## config.mk

```make
export PLATFORM = sky130hd
export DESIGN_NAME = dm_arbiter
export DESIGN_NICKNAME = d
export VERILOG_FILES = /design/src/rtl/dm_arbiter.sv
export SDC_FILE = /design/constraint.sdc
export NUM_CORES = 1
export LEC_CHECK = 0
export BUFFER_PORTS_ARGS = -buffer_cell sky130_fd_sc_hd__buf_4
export CAP_MARGIN = 20
export CORE_AREA = 2 2 95 97
export DETAILED_ROUTE_END_ITERATION = 8
export DIE_AREA = 0 0 97 99
export PLACE_DENSITY = 0.78
export SLEW_MARGIN = 20
export SYNTH_ARGS = -nofsm -noshare
export SYNTH_HDL_FRONTEND = slang
export SYNTH_SLANG_ARGS = --single-unit
```

## constraint.sdc

```tcl
create_clock -name clk -period 1.9 [get_ports clk]
set_input_delay 0.57 -clock clk [delete_from_list [all_inputs] [get_ports clk]]
set_output_delay 0.57 -clock clk [all_outputs]
set_load 0.05 [all_outputs]
```

## src/rtl/dm_arbiter.sv

```systemverilog
`default_nettype none
// ============================================================================
//  Module   : dm_arbiter
//  Brief    : Two-port arbiter/sequencer in front of the single-port data
//             memory. Port 0 is the CPU load/store unit and port 1 is the
//             debug/DMA loader. Each access runs IDLE -> MEM -> RESP, giving
//             one access every three cycles. Out-of-range addresses are
//             flagged and never reach the memory as writes.
//  Revision : 1.0 - initial release
// ============================================================================
module dm_arbiter #(
  parameter int DEPTH = 32,  // implemented memory words; addr >= DEPTH is an error
  parameter int RR    = 1    // 1 = round-robin, 0 = fixed priority (port 0 wins)
) (
  input  logic        clk,
  input  logic        rst_n,

  // Port 0 (CPU load/store unit)
  input  logic        p0_req_valid,
  output logic        p0_req_ready,
  input  logic        p0_req_we,
  input  logic [11:0] p0_req_addr,
  input  logic [31:0] p0_req_wdata,
  output logic        p0_rsp_valid,
  output logic [31:0] p0_rsp_rdata,
  output logic        p0_rsp_err,

  // Port 1 (debug / DMA loader)
  input  logic        p1_req_valid,
  output logic        p1_req_ready,
  input  logic        p1_req_we,
  input  logic [11:0] p1_req_addr,
  input  logic [31:0] p1_req_wdata,
  output logic        p1_rsp_valid,
  output logic [31:0] p1_rsp_rdata,
  output logic        p1_rsp_err,

  // Data memory side
  output logic        we_DM,
  output logic [11:0] addDM,
  output logic [31:0] dataDM,
  input  logic [31:0] outDM,

  output logic        busy
);

  // A 12-bit address can never reach 4096, so larger depths simply
  // disable the range error.
  localparam logic [12:0] c_DEPTH_LIM = (DEPTH >= 4096) ? 13'd4096 : 13'(DEPTH);

  typedef enum logic [1:0] {
    ST_IDLE = 2'd0,
    ST_MEM  = 2'd1,
    ST_RESP = 2'd2
  } state_t;

  state_t      r_state;
  state_t      w_state_nxt;

  logic        r_cmd_we;
  logic [11:0] r_cmd_addr;
  logic [31:0] r_cmd_wdata;
  logic        r_cmd_err;
  logic        r_gnt;
  logic        r_last_gnt;

  logic        w_any;
  logic        w_sel;
  logic        w_accept;
  logic        w_req_we;
  logic [11:0] w_req_addr;
  logic [31:0] w_req_wdata;
  logic        w_req_err;
  logic [31:0] w_rsp_rdata;

  // Arbitration: pick the requesting port; on contention either alternate
  // against the last grant or let port 0 win.
  always_comb begin
    w_any = p0_req_valid | p1_req_valid;
    w_sel = 1'b0;
    if (p0_req_valid && p1_req_valid) begin
      w_sel = (RR != 0) ? ~r_last_gnt : 1'b0;
    end else if (p1_req_valid) begin
      w_sel = 1'b1;
    end
  end

  // Ready is held low while reset is asserted so no requester sees a
  // handshake that the state registers are about to discard.
  assign w_accept     = (r_state == ST_IDLE) && rst_n && w_any;
  assign p0_req_ready = w_accept && !w_sel;
  assign p1_req_ready = w_accept &&  w_sel;

  // Request payload of the selected port and its range check.
  assign w_req_we    = w_sel ? p1_req_we    : p0_req_we;
  assign w_req_addr  = w_sel ? p1_req_addr  : p0_req_addr;
  assign w_req_wdata = w_sel ? p1_req_wdata : p0_req_wdata;
  assign w_req_err   = ({1'b0, w_req_addr} >= c_DEPTH_LIM);

  // State register.
  always_ff @(posedge clk) begin
    if (!rst_n) begin
      r_state <= ST_IDLE;
    end else begin
      r_state <= w_state_nxt;
    end
  end

  // Command capture on accept; the memory address/data buses are driven
  // straight from these so they stay quiet between accesses.
  always_ff @(posedge clk) begin
    if (!rst_n) begin
      r_cmd_we    <= 1'b0;
      r_cmd_addr  <= 12'd0;
      r_cmd_wdata <= 32'd0;
      r_cmd_err   <= 1'b0;
      r_gnt       <= 1'b0;
      r_last_gnt  <= 1'b1;
    end else if (w_accept) begin
      r_cmd_we    <= w_req_we;
      r_cmd_addr  <= w_req_addr;
      r_cmd_wdata <= w_req_wdata;
      r_cmd_err   <= w_req_err;
      r_gnt       <= w_sel;
      r_last_gnt  <= w_sel;
    end
  end

  // Read data is only meaningful for an in-range read; everything else
  // returns zero.
  assign w_rsp_rdata = (!r_cmd_we && !r_cmd_err) ? outDM : 32'd0;

  // Next-state and per-state outputs. we_DM is deliberately not gated by
  // reset: a write sitting in MEM completes even if reset hits that edge.
  always_comb begin
    w_state_nxt  = r_state;
    we_DM        = 1'b0;
    p0_rsp_valid = 1'b0;
    p0_rsp_rdata = 32'd0;
    p0_rsp_err   = 1'b0;
    p1_rsp_valid = 1'b0;
    p1_rsp_rdata = 32'd0;
    p1_rsp_err   = 1'b0;
    case (r_state)
      ST_IDLE: begin
        if (w_accept) begin
          w_state_nxt = ST_MEM;
        end
      end
      ST_MEM: begin
        we_DM       = r_cmd_we && !r_cmd_err;
        w_state_nxt = ST_RESP;
      end
      ST_RESP: begin
        if (r_gnt) begin
          p1_rsp_valid = 1'b1;
          p1_rsp_rdata = w_rsp_rdata;
          p1_rsp_err   = r_cmd_err;
        end else begin
          p0_rsp_valid = 1'b1;
          p0_rsp_rdata = w_rsp_rdata;
          p0_rsp_err   = r_cmd_err;
        end
        w_state_nxt = ST_IDLE;
      end
      default: begin
        w_state_nxt = ST_IDLE;
      end
    endcase
  end

  assign addDM  = r_cmd_addr;
  assign dataDM = r_cmd_wdata;
  assign busy   = (r_state != ST_IDLE);

endmodule
`default_nettype wire

```

Yosys cells after proc, flatten, opt, wreduce, memory -nomap -nowiden:

Cells that the tools add are included.

* latch bits: 0
* memories kept: 0
* register bits: 50
* memory bits (read-only): 0
* memory bits (writable): 0
* output and inout bits: 116
* logic and storage cells: 46
* input port bits: 126

* magnitude comparators: 1
* multiplexer cells: 21
* eq/ne operators: 3
* shift operators: 0
* reduce and logical (&&, ||, !) cells: 12
* $mul: 0
* div/mod/pow operators: 0
* $add $sub $neg: 0
* bitwise logic cells: 2

Operators with widths (count)
* 32-bit two-way mux: 6
* 12-bit by 6-bit greater-or-equal comparator with 1-bit output (second input constant): 1
* 1-bit two-way mux: 12
* 12-bit two-way mux: 1
* 1-bit logical AND: 7
* 2-bit case mux with 2 select lines: 1
* 1-bit logical NOT: 3
* 2-bit by 1-bit equality test with 1-bit output (second input constant): 1
* 2-bit equality test (second input constant): 1
* 2-bit logical NOT: 1
* 2-bit two-way mux: 1
* 2-bit inequality test (second input constant): 1
* 2-bit nonzero test: 1
* 1-bit NOT: 1
* 1-bit bitwise OR: 1

Longest topological paths before layout:

* depth after elaboration: 5
* mapped depth: 7
* depth with buffers taken out: 4

Worst setup path before layout:

Ideal clock, no wire load.

* path kind: reg2out
* start: reg r_state[0]
* end: out we_DM
* arrival time: 1.893 ns
* required time: 1.330 ns
* path slack: -0.563 ns
* stages on the path, launching flop included: 2
* buffers on the path: 0
* cells stage by stage: dfxtp_1 > nor4bb_1

* word-level cells in the longest chain between the ends: 2

Ends and longest elaborated chain
* start: declaration: RTL line 57 `state_t r_state;`
* start signal: assignment: RTL line 105 `r_state <= w_state_nxt;`
* 2-bit by 1-bit equality test with 1-bit output: RTL line 144 `case (r_state)`
* 1-bit two-way mux: RTL line 144
* end: declaration: RTL line 39 `output logic we_DM,`

Every way passes these cells.

Worst setup path after layout:

* start: reg r_state[1]
* end: out p0_rsp_rdata[14]

* word-level cells in the longest chain between the ends: 2

Ends and longest elaborated chain
* 2-bit equality test: RTL line 144
* 32-bit two-way mux: RTL line 144
* end: declaration: RTL line 25 `output logic [31:0] p0_rsp_rdata,`

Every way passes these cells.

==> summary.md <==
| Metric | Value |
|---|---|
| Setup-failing EPs final | 69 |
| Gr usage total | 0.227 |
| Clock Tree Buf Depth | 2 |
| Final number of hold-violating endpoints | 0 |
| Share of total power in the clock network | 0.191 |
| Placement Rows | 34 |
| Critical Path Sink | p0_rsp_rdata[14] |
| RSZ-0062 raised after global routing | true |
| Failing checks | negative setup slack |
| Vias per cell | 5.25 |
| Via count | 3520 |
| Hpwl dp | 8370 µm |
| Die area | 0.00960 mm² |
| Pre-CTS setup slack | -0.0964 ns |
| Worst slew margin relative to its limit | 0.730 |
| Gr ovfl total | 0 |
| Synth Cell Area | 0.00290 mm² |
| RePlAce Congestion | 0.872 |
| WL final | 11900 µm |
| Reg power frac | 0.364 |
| Nets | 687 |
| CTS Buf Count | 5 |
| Crit-path max FO | 17 |
| CTS H-tree depth | 2 |
| First-pass GRT wire length | 17900 µm |
| Vias in the first global route | 3602 |
| Worst Hold Class | reg -> reg |
| Worst VDD drop | 502 µV |
| Power Dens Cells | 572 mW/mm² |
| Slowest CP cell | dfxtp_4 |
| Crit path arrival time | 1.53 ns |
| Layout fillers | 643 |
| LEAKAGE | 0.00268 µW |
| Antenna Violating Nets Remaining | 0 |
| Crit path time final | 2.10 ns |
| CP top delay family | simple AND/OR/NAND/NOR gates |
| Seq/Total Area, Yosys | 0.345 |
| Total power | 3340 µW |
| Syn Inst Count | 317 |
| Io pins | 242 |
| Clk slew on worst S/H paths | 0.09 ns |
| Iter 0 DRT Violations | 72 |
| DRC viols | 0 |
| Clock Tree Root | clkbuf_8 |
| WS Path Type | reg -> out |
| Reg2Reg Setup Slack | 0.26 ns |
| Crit. path cell count | 4 |
| Syn-to-layout area delta | 101% |
| R2R depth | 6 |
| Post-synth EDFFs | 0 |
| Buf+Inv Stages, Crit Path | 2 |
| Worst skew pair latency | 0.30 ns |
| CTS tree | yes |
| Sink Count | 50 |
| Wire per inst | 17.7 µm |
| Die W | 97 µm |
| Initial Util | 0.339 |
| Mean Syn Cell Area | 9.15 µm² |
| Ys Warns | 0 |
| Worst setup path startpoint | r_state[1]$_SDFFE_PN0P_ |
| NetSw | 1270 µW |
| Fin. max-slew vios | 0 |
| Final Skew | 0.00697 ns |
| Comb pwr share | 0.445 |
| Sw Share | 0.380 |
| Async SR Flop Fraction | 0 |
| Synth Flop Type | dfxtp_1 |
| Cell mode on critical path | buf_6 |
| Library cells used by synthesis | 33 |
| Setup TNS | -10.02 ns |
| Final WS setup | -0.200 ns |
| Status | complete, but fails checks |
| Layout cell share with drive strength beyond 1 | 0.683 |
| Core area | 0.00855 mm² |
| Slew @ Worst Pin | 0.405 ns |
| # diodes | 0 |
| Required @ worst endpoint | 1.33 ns |
| Max stage delay on crit path | 0.38 ns |
| Drt pass-1 iters | 4 |
| Post-Syn Nets | 443 |
| Critical Path Sink Type | primary output |
| Final worst-path cycle share | 1.11 |
| Fmax | 0.476 GHz |
| Die Span Y | 99 µm |
| RR Startpoint | r_state[1]$_SDFFE_PN0P_ |
| Antenna violations before repair | 0 |
| Hold buffer count at cts | 0 |
| Crit path cell chain | nor3b_4, buf_6, and3_2, buf_6 |
| PortBufs | 241 |
| Largest net degree at the start of global routing | 65 |
| Yosys reg bits | 50 |
| Internal power | 2070 µW |
| Max-cap violations | 0 |
| RR Endpoint | dataDM[25]$_SDFFE_PN0P_ |
| CP Launch Type | flop |
## cell usage after synthesis, types with 3 or more instances
master,instances,share of area
and3_1,65,0.14
o211ai_1,8,0.021
o21ai_0,7,0.012
a211oi_1,19,0.049
buf_4,6,0.016
a211oi_2,19,0.082
mux2i_1,45,0.16
nor2_1,3,0.0039
dfxtp_1,50,0.35
buf_2,10,0.017
clkbuf_1,20,0.026
a21oi_1,39,0.067
## routing by layer
| layer | track usage | vias to the layer above | routed length (µm) |
|---|---|---|---|
| li1 | - | 1677 | - |
| met1 | 0.235 | 1666 | 4260 |
| met2 | 0.436 | 159 | 6340 |
| met3 | 0.0752 | 18 | 1030 |
| met4 | 0.0639 | 0 | 223 |
| met5 | 0 | - | 0 |
## cells by family after synthesis
| family | share of synthesized area |
|---|---|
| compound gates | 0.242 |
| simple gates | 0.187 |
| flops | 0.345 |
| mux | 0.155 |
| buf+inv | 0.0703 |
## sequential cells by signal (all words and copies together) (netlist names)
signal,cells
dataDM,32
r_gnt,1
r_last_gnt,1
r_cmd_err,1
addDM,12
r_cmd_we,1
r_state,2
## worst min-delay path by stage
stage,startpoint,endpoint,slack (ns),cells after the start
final,addDM[9]$_SDFFE_PN0P_,addDM[9]$_SDFFE_PN0P_,0.51,2
after global routing,addDM[10]$_SDFFE_PN0P_,addDM[10]$_SDFFE_PN0P_,0.53,2
after CTS,addDM[9]$_SDFFE_PN0P_,addDM[9]$_SDFFE_PN0P_,0.51,2
after detailed placement,addDM[9]$_SDFFE_PN0P_,addDM[9]$_SDFFE_PN0P_,0.49,2
after global placement,addDM[5]$_SDFFE_PN0P_,addDM[5]$_SDFFE_PN0P_,0.48,2
after floorplan,r_last_gnt$_SDFFE_PN1P_,r_last_gnt$_SDFFE_PN1P_,0.46,1
## worst reg2reg max path: cells and delay by family (launching register included)
| kind | cells | cell delay, ns |
|---|---|---|
| flops | 1 | 0.37 |
| buf+inv | 3 | 0.53 |
| simple gates | 1 | 0.30 |
| compound gates | 2 | 0.37 |
## through the flow
step / hold slack [ns] / area (µm²) / std cells / utilization
finish: 0.510 / 5840 / 670 / 0.683
global route: 0.530 / 5840 / 670 / 0.683
CTS: 0.513 / 5660 / 669 / 0.662
detailed placement: 0.491 / 5120 / 653 / 0.599
global placement: 0.483 / 5120 / 653 / 0.599
floorplan: 0.457 / 3090 / 317 / -
## timing repair
item / in CTS / in global routing
endpoints found under the setup margin: 71 / 72
setup buffers: 7 / 2
pin swaps: 5 / 5
gates cloned: 1 / 1
endpoints found under the hold margin: 0 / 0
resized for setup: 99 / 51
## power by group through the flow
| stage | Combinational [µW] | Sequential (µW) | Clock, µW |
|---|---|---|---|
| after CTS | 1440 | 1210 | 662 |
| after global placement | 1360 | 1230 | 0 |
| final | 1490 | 1210 | 639 |
| after detailed placement | 1380 | 1230 | 0 |
| after floorplan | 541 | 1530 | 0 |
| after global routing | 1570 | 1230 | 704 |
## cell type report
cell class | instances | area (µm²) | area share
clock inverters | 2 | 12.5 | 0.00214
clock buffers | 6 | 82.6 | 0.0141
well taps | 108 | 135 | 0.0231
multi-input cells | 226 | 1970 | 0.336
flip-flops and latches | 50 | 1010 | 0.173
repair buffers | 275 | 2620 | 0.449
inverters | 3 | 15.0 | 0.00257
## cells in the final DEF (no fill, tap or decap), drive strengths merged, types with 3 or more instances in the layout
cell / count
a211oi: 38
a21oi: 39
nor2: 3
mux2i: 45
clkbuf: 7
dfxtp: 50
buf: 274
o211ai: 8
o21ai: 8
nor3b: 3
and3: 65
No activity file was read; power rests on OpenSTA's default activity.
